--- config.mk ---
export PLATFORM = sky130hd
export DESIGN_NAME = dmem_arbiter_flat
export DESIGN_NICKNAME = d
export VERILOG_FILES = /design/src/rtl/dmem_arbiter_if.sv /design/src/rtl/dmem_arbiter.sv /design/src/flat_wrapper.sv
export SDC_FILE = /design/constraint.sdc
export NUM_CORES = 1
export LEC_CHECK = 0
export ABC_AREA = 1
export CORE_MARGIN = 1.5
export CORE_UTILIZATION = 36
export CTS_CLUSTER_SIZE = 30
export DETAILED_ROUTE_END_ITERATION = 10
export PLACE_DENSITY_LB_ADDON = 0.15
export SETUP_SLACK_MARGIN = 0.15
export SLEW_MARGIN = 20
export SYNTH_ARGS = -nofsm -noshare
export SYNTH_HDL_FRONTEND = slang
export SYNTH_SLANG_ARGS = --single-unit
--- constraint.sdc ---
create_clock -name clk -period 1.3 [get_ports clk]
set_input_delay 0.26 -clock clk [delete_from_list [all_inputs] [get_ports clk]]
set_output_delay 0.26 -clock clk [all_outputs]
set_load 0.1 [all_outputs]
--- src/rtl/dmem_arbiter_if.sv ---
// rtl/dmem_arbiter_if.sv - requester and memory-side signal bundle for dmem_arbiter
interface dmem_arbiter_if #(
    parameter int ADDR_W = 32
);
    logic [1:0]          m_req;
    logic [1:0]          m_we;
    logic [2*ADDR_W-1:0] m_addr;
    logic [63:0]         m_wdata;
    logic [7:0]          m_be;
    logic [1:0]          m_gnt;
    logic [1:0]          m_rvalid;
    logic [31:0]         m_rdata;
    logic                m_err;
    logic                mem_req;
    logic                mem_we;
    logic [ADDR_W-1:0]   mem_addr;
    logic [31:0]         mem_wdata;
    logic [3:0]          mem_be;
    logic                mem_ack;
    logic [31:0]         mem_rdata;

    modport slave (
        input  m_req, m_we, m_addr, m_wdata, m_be, mem_ack, mem_rdata,
        output m_gnt, m_rvalid, m_rdata, m_err,
        output mem_req, mem_we, mem_addr, mem_wdata, mem_be
    );

    modport master (
        output m_req, m_we, m_addr, m_wdata, m_be, mem_ack, mem_rdata,
        input  m_gnt, m_rvalid, m_rdata, m_err,
        input  mem_req, mem_we, mem_addr, mem_wdata, mem_be
    );
endinterface

--- src/rtl/dmem_arbiter.sv ---
// rtl/dmem_arbiter.sv - two-requester data-memory arbiter with ack watchdog and error counter
module dmem_arbiter #(
    parameter int ADDR_W  = 32,
    parameter int TIMEOUT = 16,
    parameter int RR_EN   = 1
) (
    input  logic             clk,
    input  logic             rst,
    dmem_arbiter_if.slave    bus,
    output logic             busy,
    output logic [7:0]       err_count
);
    localparam logic [1:0] S_IDLE   = 2'd0;
    localparam logic [1:0] S_ACCESS = 2'd1;
    localparam logic [1:0] S_RESP   = 2'd2;
    localparam logic [7:0] CNT_LAST = 8'(TIMEOUT - 1);

    logic [1:0]        state_q, state_d;
    logic              winner_q, winner_d;
    logic              last_q, last_d;
    logic [7:0]        cnt_q, cnt_d;
    logic [7:0]        err_count_q, err_count_d;
    logic [1:0]        gnt_q, gnt_d;
    logic [1:0]        rvalid_q, rvalid_d;
    logic [31:0]       rdata_q, rdata_d;
    logic              err_q, err_d;
    logic              busy_q, busy_d;
    logic              mem_req_q, mem_req_d;
    logic              mem_we_q, mem_we_d;
    logic [ADDR_W-1:0] mem_addr_q, mem_addr_d;
    logic [31:0]       mem_wdata_q, mem_wdata_d;
    logic [3:0]        mem_be_q, mem_be_d;
    logic              pick;

    // On contention the round-robin pointer favours whoever did not win last.
    always_comb begin
        pick = 1'b0;
        if (bus.m_req == 2'b10) begin
            pick = 1'b1;
        end else if (bus.m_req == 2'b11) begin
            pick = (RR_EN != 0) ? ~last_q : 1'b0;
        end
    end

    always_comb begin
        state_d     = state_q;
        winner_d    = winner_q;
        last_d      = last_q;
        cnt_d       = cnt_q;
        err_count_d = err_count_q;
        gnt_d       = 2'b00;
        rvalid_d    = 2'b00;
        rdata_d     = 32'd0;
        err_d       = 1'b0;
        mem_req_d   = mem_req_q;
        mem_we_d    = mem_we_q;
        mem_addr_d  = mem_addr_q;
        mem_wdata_d = mem_wdata_q;
        mem_be_d    = mem_be_q;
        case (state_q)
            S_IDLE: begin
                if (bus.m_req != 2'b00) begin
                    state_d     = S_ACCESS;
                    winner_d    = pick;
                    gnt_d       = pick ? 2'b10 : 2'b01;
                    cnt_d       = 8'd0;
                    mem_req_d   = 1'b1;
                    mem_we_d    = bus.m_we[pick];
                    mem_addr_d  = pick ? bus.m_addr[2*ADDR_W-1:ADDR_W] : bus.m_addr[ADDR_W-1:0];
                    mem_wdata_d = pick ? bus.m_wdata[63:32] : bus.m_wdata[31:0];
                    mem_be_d    = pick ? bus.m_be[7:4] : bus.m_be[3:0];
                end
            end
            S_ACCESS: begin
                // An ack on the final watchdog cycle still counts as a clean completion.
                if (bus.mem_ack) begin
                    state_d   = S_RESP;
                    mem_req_d = 1'b0;
                    rvalid_d  = winner_q ? 2'b10 : 2'b01;
                    rdata_d   = mem_we_q ? 32'd0 : bus.mem_rdata;
                    last_d    = winner_q;
                end else if (cnt_q == CNT_LAST) begin
                    state_d   = S_RESP;
                    mem_req_d = 1'b0;
                    rvalid_d  = winner_q ? 2'b10 : 2'b01;
                    err_d     = 1'b1;
                    last_d    = winner_q;
                    if (err_count_q != 8'hFF) begin
                        err_count_d = err_count_q + 8'd1;
                    end
                end else begin
                    cnt_d = cnt_q + 8'd1;
                end
            end
            S_RESP:  state_d = S_IDLE;
            default: state_d = S_IDLE;
        endcase
        busy_d = (state_d != S_IDLE);
    end

    always_ff @(posedge clk or negedge rst) begin
        if (!rst) begin
            state_q     <= S_IDLE;
            winner_q    <= 1'b0;
            last_q      <= 1'b1;
            cnt_q       <= 8'd0;
            err_count_q <= 8'd0;
            gnt_q       <= 2'b00;
            rvalid_q    <= 2'b00;
            rdata_q     <= 32'd0;
            err_q       <= 1'b0;
            busy_q      <= 1'b0;
            mem_req_q   <= 1'b0;
            mem_we_q    <= 1'b0;
            mem_addr_q  <= '0;
            mem_wdata_q <= 32'd0;
            mem_be_q    <= 4'd0;
        end else begin
            state_q     <= state_d;
            winner_q    <= winner_d;
            last_q      <= last_d;
            cnt_q       <= cnt_d;
            err_count_q <= err_count_d;
            gnt_q       <= gnt_d;
            rvalid_q    <= rvalid_d;
            rdata_q     <= rdata_d;
            err_q       <= err_d;
            busy_q      <= busy_d;
            mem_req_q   <= mem_req_d;
            mem_we_q    <= mem_we_d;
            mem_addr_q  <= mem_addr_d;
            mem_wdata_q <= mem_wdata_d;
            mem_be_q    <= mem_be_d;
        end
    end

    assign bus.m_gnt     = gnt_q;
    assign bus.m_rvalid  = rvalid_q;
    assign bus.m_rdata   = rdata_q;
    assign bus.m_err     = err_q;
    assign bus.mem_req   = mem_req_q;
    assign bus.mem_we    = mem_we_q;
    assign bus.mem_addr  = mem_addr_q;
    assign bus.mem_wdata = mem_wdata_q;
    assign bus.mem_be    = mem_be_q;
    assign busy          = busy_q;
    assign err_count     = err_count_q;
endmodule

--- src/flat_wrapper.sv ---
// flat-port wrapper written by rule: the top's interface ports become plain ports
module dmem_arbiter_flat 
#(
    parameter int ADDR_W  = 32,
    parameter int TIMEOUT = 16,
    parameter int RR_EN   = 1
)
  (clk, rst, busy, err_count, bus_m_req, bus_m_we, bus_m_addr, bus_m_wdata, bus_m_be, bus_mem_ack, bus_mem_rdata, bus_m_gnt, bus_m_rvalid, bus_m_rdata, bus_m_err, bus_mem_req, bus_mem_we, bus_mem_addr, bus_mem_wdata, bus_mem_be);
  dmem_arbiter_if #(.ADDR_W(ADDR_W)) bus_i ();
  input  logic clk;
  input  logic rst;
  output logic busy;
  output logic [7:0] err_count;
  input wire logic [$bits(bus_i.m_req)-1:0] bus_m_req;
  input wire logic [$bits(bus_i.m_we)-1:0] bus_m_we;
  input wire logic [$bits(bus_i.m_addr)-1:0] bus_m_addr;
  input wire logic [$bits(bus_i.m_wdata)-1:0] bus_m_wdata;
  input wire logic [$bits(bus_i.m_be)-1:0] bus_m_be;
  input wire logic [$bits(bus_i.mem_ack)-1:0] bus_mem_ack;
  input wire logic [$bits(bus_i.mem_rdata)-1:0] bus_mem_rdata;
  output wire logic [$bits(bus_i.m_gnt)-1:0] bus_m_gnt;
  output wire logic [$bits(bus_i.m_rvalid)-1:0] bus_m_rvalid;
  output wire logic [$bits(bus_i.m_rdata)-1:0] bus_m_rdata;
  output wire logic [$bits(bus_i.m_err)-1:0] bus_m_err;
  output wire logic [$bits(bus_i.mem_req)-1:0] bus_mem_req;
  output wire logic [$bits(bus_i.mem_we)-1:0] bus_mem_we;
  output wire logic [$bits(bus_i.mem_addr)-1:0] bus_mem_addr;
  output wire logic [$bits(bus_i.mem_wdata)-1:0] bus_mem_wdata;
  output wire logic [$bits(bus_i.mem_be)-1:0] bus_mem_be;
  assign bus_i.m_req = bus_m_req;
  assign bus_i.m_we = bus_m_we;
  assign bus_i.m_addr = bus_m_addr;
  assign bus_i.m_wdata = bus_m_wdata;
  assign bus_i.m_be = bus_m_be;
  assign bus_i.mem_ack = bus_mem_ack;
  assign bus_i.mem_rdata = bus_mem_rdata;
  assign bus_m_gnt = bus_i.m_gnt;
  assign bus_m_rvalid = bus_i.m_rvalid;
  assign bus_m_rdata = bus_i.m_rdata;
  assign bus_m_err = bus_i.m_err;
  assign bus_mem_req = bus_i.mem_req;
  assign bus_mem_we = bus_i.mem_we;
  assign bus_mem_addr = bus_i.mem_addr;
  assign bus_mem_wdata = bus_i.mem_wdata;
  assign bus_mem_be = bus_i.mem_be;
  dmem_arbiter #(.ADDR_W(ADDR_W), .TIMEOUT(TIMEOUT), .RR_EN(RR_EN)) u_core (.clk(clk), .rst(rst), .bus(bus_i), .busy(busy), .err_count(err_count));
endmodule
==> run_results.csv <==
group,metric,value,unit
outcome,outcome,"complete, but fails checks",
outcome,violations,"setup timing",
placed_design,io_buffers,290,
sta,rsz0062_at_grt,"yes",
grt,track_usage,33.1,%
sta,timing.slew.headroom,69.9,%
finish,syn_to_final_growth,148,%
floorplan,rows,44,
sta,fin_crit_sh,126,%
synth,synth_top_family_by_area,"simple AND/OR/NAND/NOR gates",
floorplan,die_h,126,microns
grt,grt_antenna_before_repair,2,
sta,worstMarginPinSlew,452,ps
floorplan,io_pins,291,
grt,grt_pass1_wl,39.4,mm
setup_path,endpoint_kind,"flip-flop",
finish,multi_input_area,2800,sq um
min_path,hold_path.class,"in -> async",
placed_design,gp_congestion,0.805,
floorplan,initial_core_util,37.1,%
clock_network,cts_buffer_depth,2,
detailed_routing,wl_per_cell,25.1,microns
detailed_routing,drtIter0Drc,495,
power,leakage,6.28,nW
synth,synthSimpleGateAreaFrac,23.6,%
sta,clock_skew,11.9,ps
setup_path,path_max_fanout,6,
synth,syn_area_per_cell,8.45,sq um
sta,period_minus_slack,1640,ps
setup_path,crit_required,1610,ps
floorplan,core_area,14600,sq um
clock_network,cts_tree,"done",
setup_path,arrival,1950,ps
clock_network,clock-root-buffer,"clkbuf_16",
synth,synthAdderAreaFrac,0.462,%
clock_network,insertion_delay,450,ps
sta,setup_viol,140,
clock_network,htreeDepth,4,
setup_path,critPathKind,"reg -> reg",
synth,synthCells,641,
synth,synth-xor-area-share,0.971,%
detailed_routing,drcViolationCount,0,
clock_network,cts_sinks,128,
synth,yosysUniqueCellTypes,23,
sta,hold_viol,0,
power,vdd_drop_max,2.03,mV
finish,final_util,92.2,%
finish,fin_nets,1247,
detailed_routing,num_vias,7066,
synth,synthMuxAreaShare,0,%
detailed_routing,drtAntennaViolNets,0,
synth,syn_area,5410,sq um
detailed_routing,routed_wl,31.9,mm
synth,synth_seq_area_share,59.2,%
sta,hold-worst-slack,319,ps
sta,fmax,611,MHz
clock_network,clk_pin_slew_worst_paths,60,ps
finish,fillers,470,
grt,grt_start_max_net_pins,33,
detailed_routing,first_pass_iters,5,
detailed_routing,viasPerCell,5.57,
synth,synth_seq_cells,128,
setup_path,start_kind,"flip-flop",
sta,fin_ws,-335,ps
floorplan,fp.dieArea,15800,sq um
finish,seqCellArea,3310,sq um
clock_network,cts-buffers-inserted,17,
synth,yosysWarnings,0,
grt,grt_pass1_vias,6954,
grt,grt-ovfl-total,0,
placed_design,dp_hpwl,13.4,mm
synth,synth-compound-area-share,9.24,%
finish,drive_gt1_share,52.7,%
sta,drv_slew,0,
floorplan,die_x,126,microns
run,drv_cap,0,
power,cellPowerDensity,2840,nW/um^2
synth,syn-num-nets,818,
[critical path, stage by stage (launching register included)]
cell     delay (ps)
dfrtp_1         450
ha_4            210
nand2_2          80
inv_2            90
nand2_4          70
o21ai_4         250
buf_12          150
nand2_8          70
nand2_2          60
nand2_1          80
[Yosys cell counts]
cell type | number | area share, %
buf_2 | 6 | 0.55
o22ai_1 | 1 | 0.12
o21bai_1 | 1 | 0.14
buf_4 | 6 | 0.83
dfrtp_1 | 127 | 59
nor3b_1 | 1 | 0.14
inv_2 | 3 | 0.21
nor3_1 | 1 | 0.092
nand3_1 | 41 | 3.8
dfstp_2 | 1 | 0.49
o21ai_4 | 1 | 0.30
nor2_1 | 92 | 6.4
clkbuf_1 | 18 | 1.2
o21ai_0 | 91 | 8.4
nor2_2 | 2 | 0.23
nand2_1 | 183 | 13
ha_1 | 2 | 0.46
inv_1 | 53 | 3.7
nand3_2 | 1 | 0.18
nand4_1 | 1 | 0.12
o21ai_1 | 3 | 0.28
xor2_1 | 2 | 0.32
xnor2_1 | 4 | 0.65
[path summary, 6_finish.rpt]
| check | start | endpoint | slack, ps | depth (start not counted) |
|---|---|---|---|---|
| worst min-delay path | rst | u_core.err_count[2]$_DFFE_PN0P_ | 320 | 2 |
| min in group clk | bus_mem_rdata[26] | u_core.bus.m_rdata[26]$_DFF_PN0_ | 350 | 3 |
| worst min register to register | u_core.last_q$_DFFE_PN1P_ | u_core.last_q$_DFFE_PN1P_ | 500 | 2 |
| worst max register to register | u_core.cnt_q[0]$_DFFE_PN0P_ | u_core.cnt_q[6]$_DFFE_PN0P_ | -340 | 9 |
| max in group asynchronous | rst | u_core.bus.mem_addr[2]$_DFFE_PN0P_ | 450 | 3 |
| worst max-delay path | u_core.cnt_q[0]$_DFFE_PN0P_ | u_core.cnt_q[6]$_DFFE_PN0P_ | -340 | 9 |
[report_power, final]
group	internal, mW	total, mW	switching (mW)	leakage (nW)
registers	5.59	7.25	1.66	1.55
clock network	3.42	5.39	1.97	0.303
logic	10.2	25.5	15.3	4.43
total	19.2	38.2	19.0	6.28
[area by class of cell]
type                    count  share of cell area (%)
repair buffers            435                    45.5
flip-flops and latches    128                    24.6
multi-input cells         429                    20.8
clock buffers              24                    3.66
inverters                  56                    2.05
well taps                 184                    1.71
clock inverters             8                    1.13
repair inverters            3                   0.456
diodes                      2                  0.0372
[through the flow]
step | std cells | setup WS [ps] | area (sq um) | power (mW) | setup TNS (ps)
finish | 1269 | -335 | 13400 | 38.2 | -18200
global route | 1269 | -365 | 13400 | 38.9 | -21840
CTS | 1236 | -171 | 12700 | 35.4 | -6790
detailed placement | 1124 | -564 | 10200 | 26.2 | -41000
global placement | 1124 | -498 | 10200 | 26.0 | -38090
floorplan | 641 | -252 | 5730 | 18.2 | -2060
[flip-flops by register name (all words and copies together) (netlist names), 2 cells and up]
register,count
u_core.bus.m_gnt,2
u_core.bus.m_rdata,32
u_core.bus.m_rvalid,2
u_core.bus.mem_addr,32
u_core.bus.mem_be,4
u_core.bus.mem_wdata,32
u_core.cnt_q,8
u_core.err_count,8
u_core.state_q,2
[routing by layer]
layer	vias up	routed length (microns)	share of wire [%]	global-route usage, %
met5	-	0	0	0
met3	182	2830	8.9	9.69
met2	530	16100	50	58.7
met4	0	2620	8.2	19.0
met1	3461	10300	32	35.0
li1	2893	-	-	-
[what timing repair did]
item	in CTS	in global routing
cloned	25	5
setup endpoints to repair	210	243
endpoints found under the hold margin	19	0
gates resized for setup	208	110
pin swaps	63	32
hold buffers	1	0
setup buffers	54	26
[cell usage in the layout (no fill, tap or decap), types with 3 or more instances in the layout]
| cell type | n |
|---|---|
| clkinv_16 | 3 |
| dfrtp_4 | 3 |
| clkinvlp_4 | 3 |
| clkbuf_1 | 3 |
| dfrtp_2 | 75 |
| nor2_2 | 23 |
| xnor2_1 | 4 |
| bufinv_16 | 4 |
| nor2_4 | 7 |
| nand3_1 | 7 |
| buf_16 | 22 |
| nand3_2 | 33 |
| clkbuf_16 | 20 |
| buf_6 | 26 |
| o21ai_1 | 41 |
| buf_12 | 145 |
| clkbuf_8 | 4 |
| inv_2 | 3 |
| nor2_1 | 65 |
| inv_1 | 48 |
| nand2_2 | 35 |
| clkdlybuf4s50_1 | 171 |
| buf_4 | 63 |
| o21ai_4 | 7 |
| nand2_4 | 32 |
| o21ai_2 | 46 |
| nand2_1 | 114 |
| nand3_4 | 3 |
| dfrtp_1 | 49 |
[kinds of logic (layout without fill, tap and decap cells)]
logic type | count (synthesis) | after routing
buffers and inverters | 86 | 526
other | 0 | 2
xor gates and xnor gates | 6 | 6
adders and majority gates | 2 | 2
and+or+nand+nor | 322 | 324
DFF | 128 | 128
AOI/OAI and AO/OA | 97 | 97
Note: power is estimated with default switching activity, not from simulation.
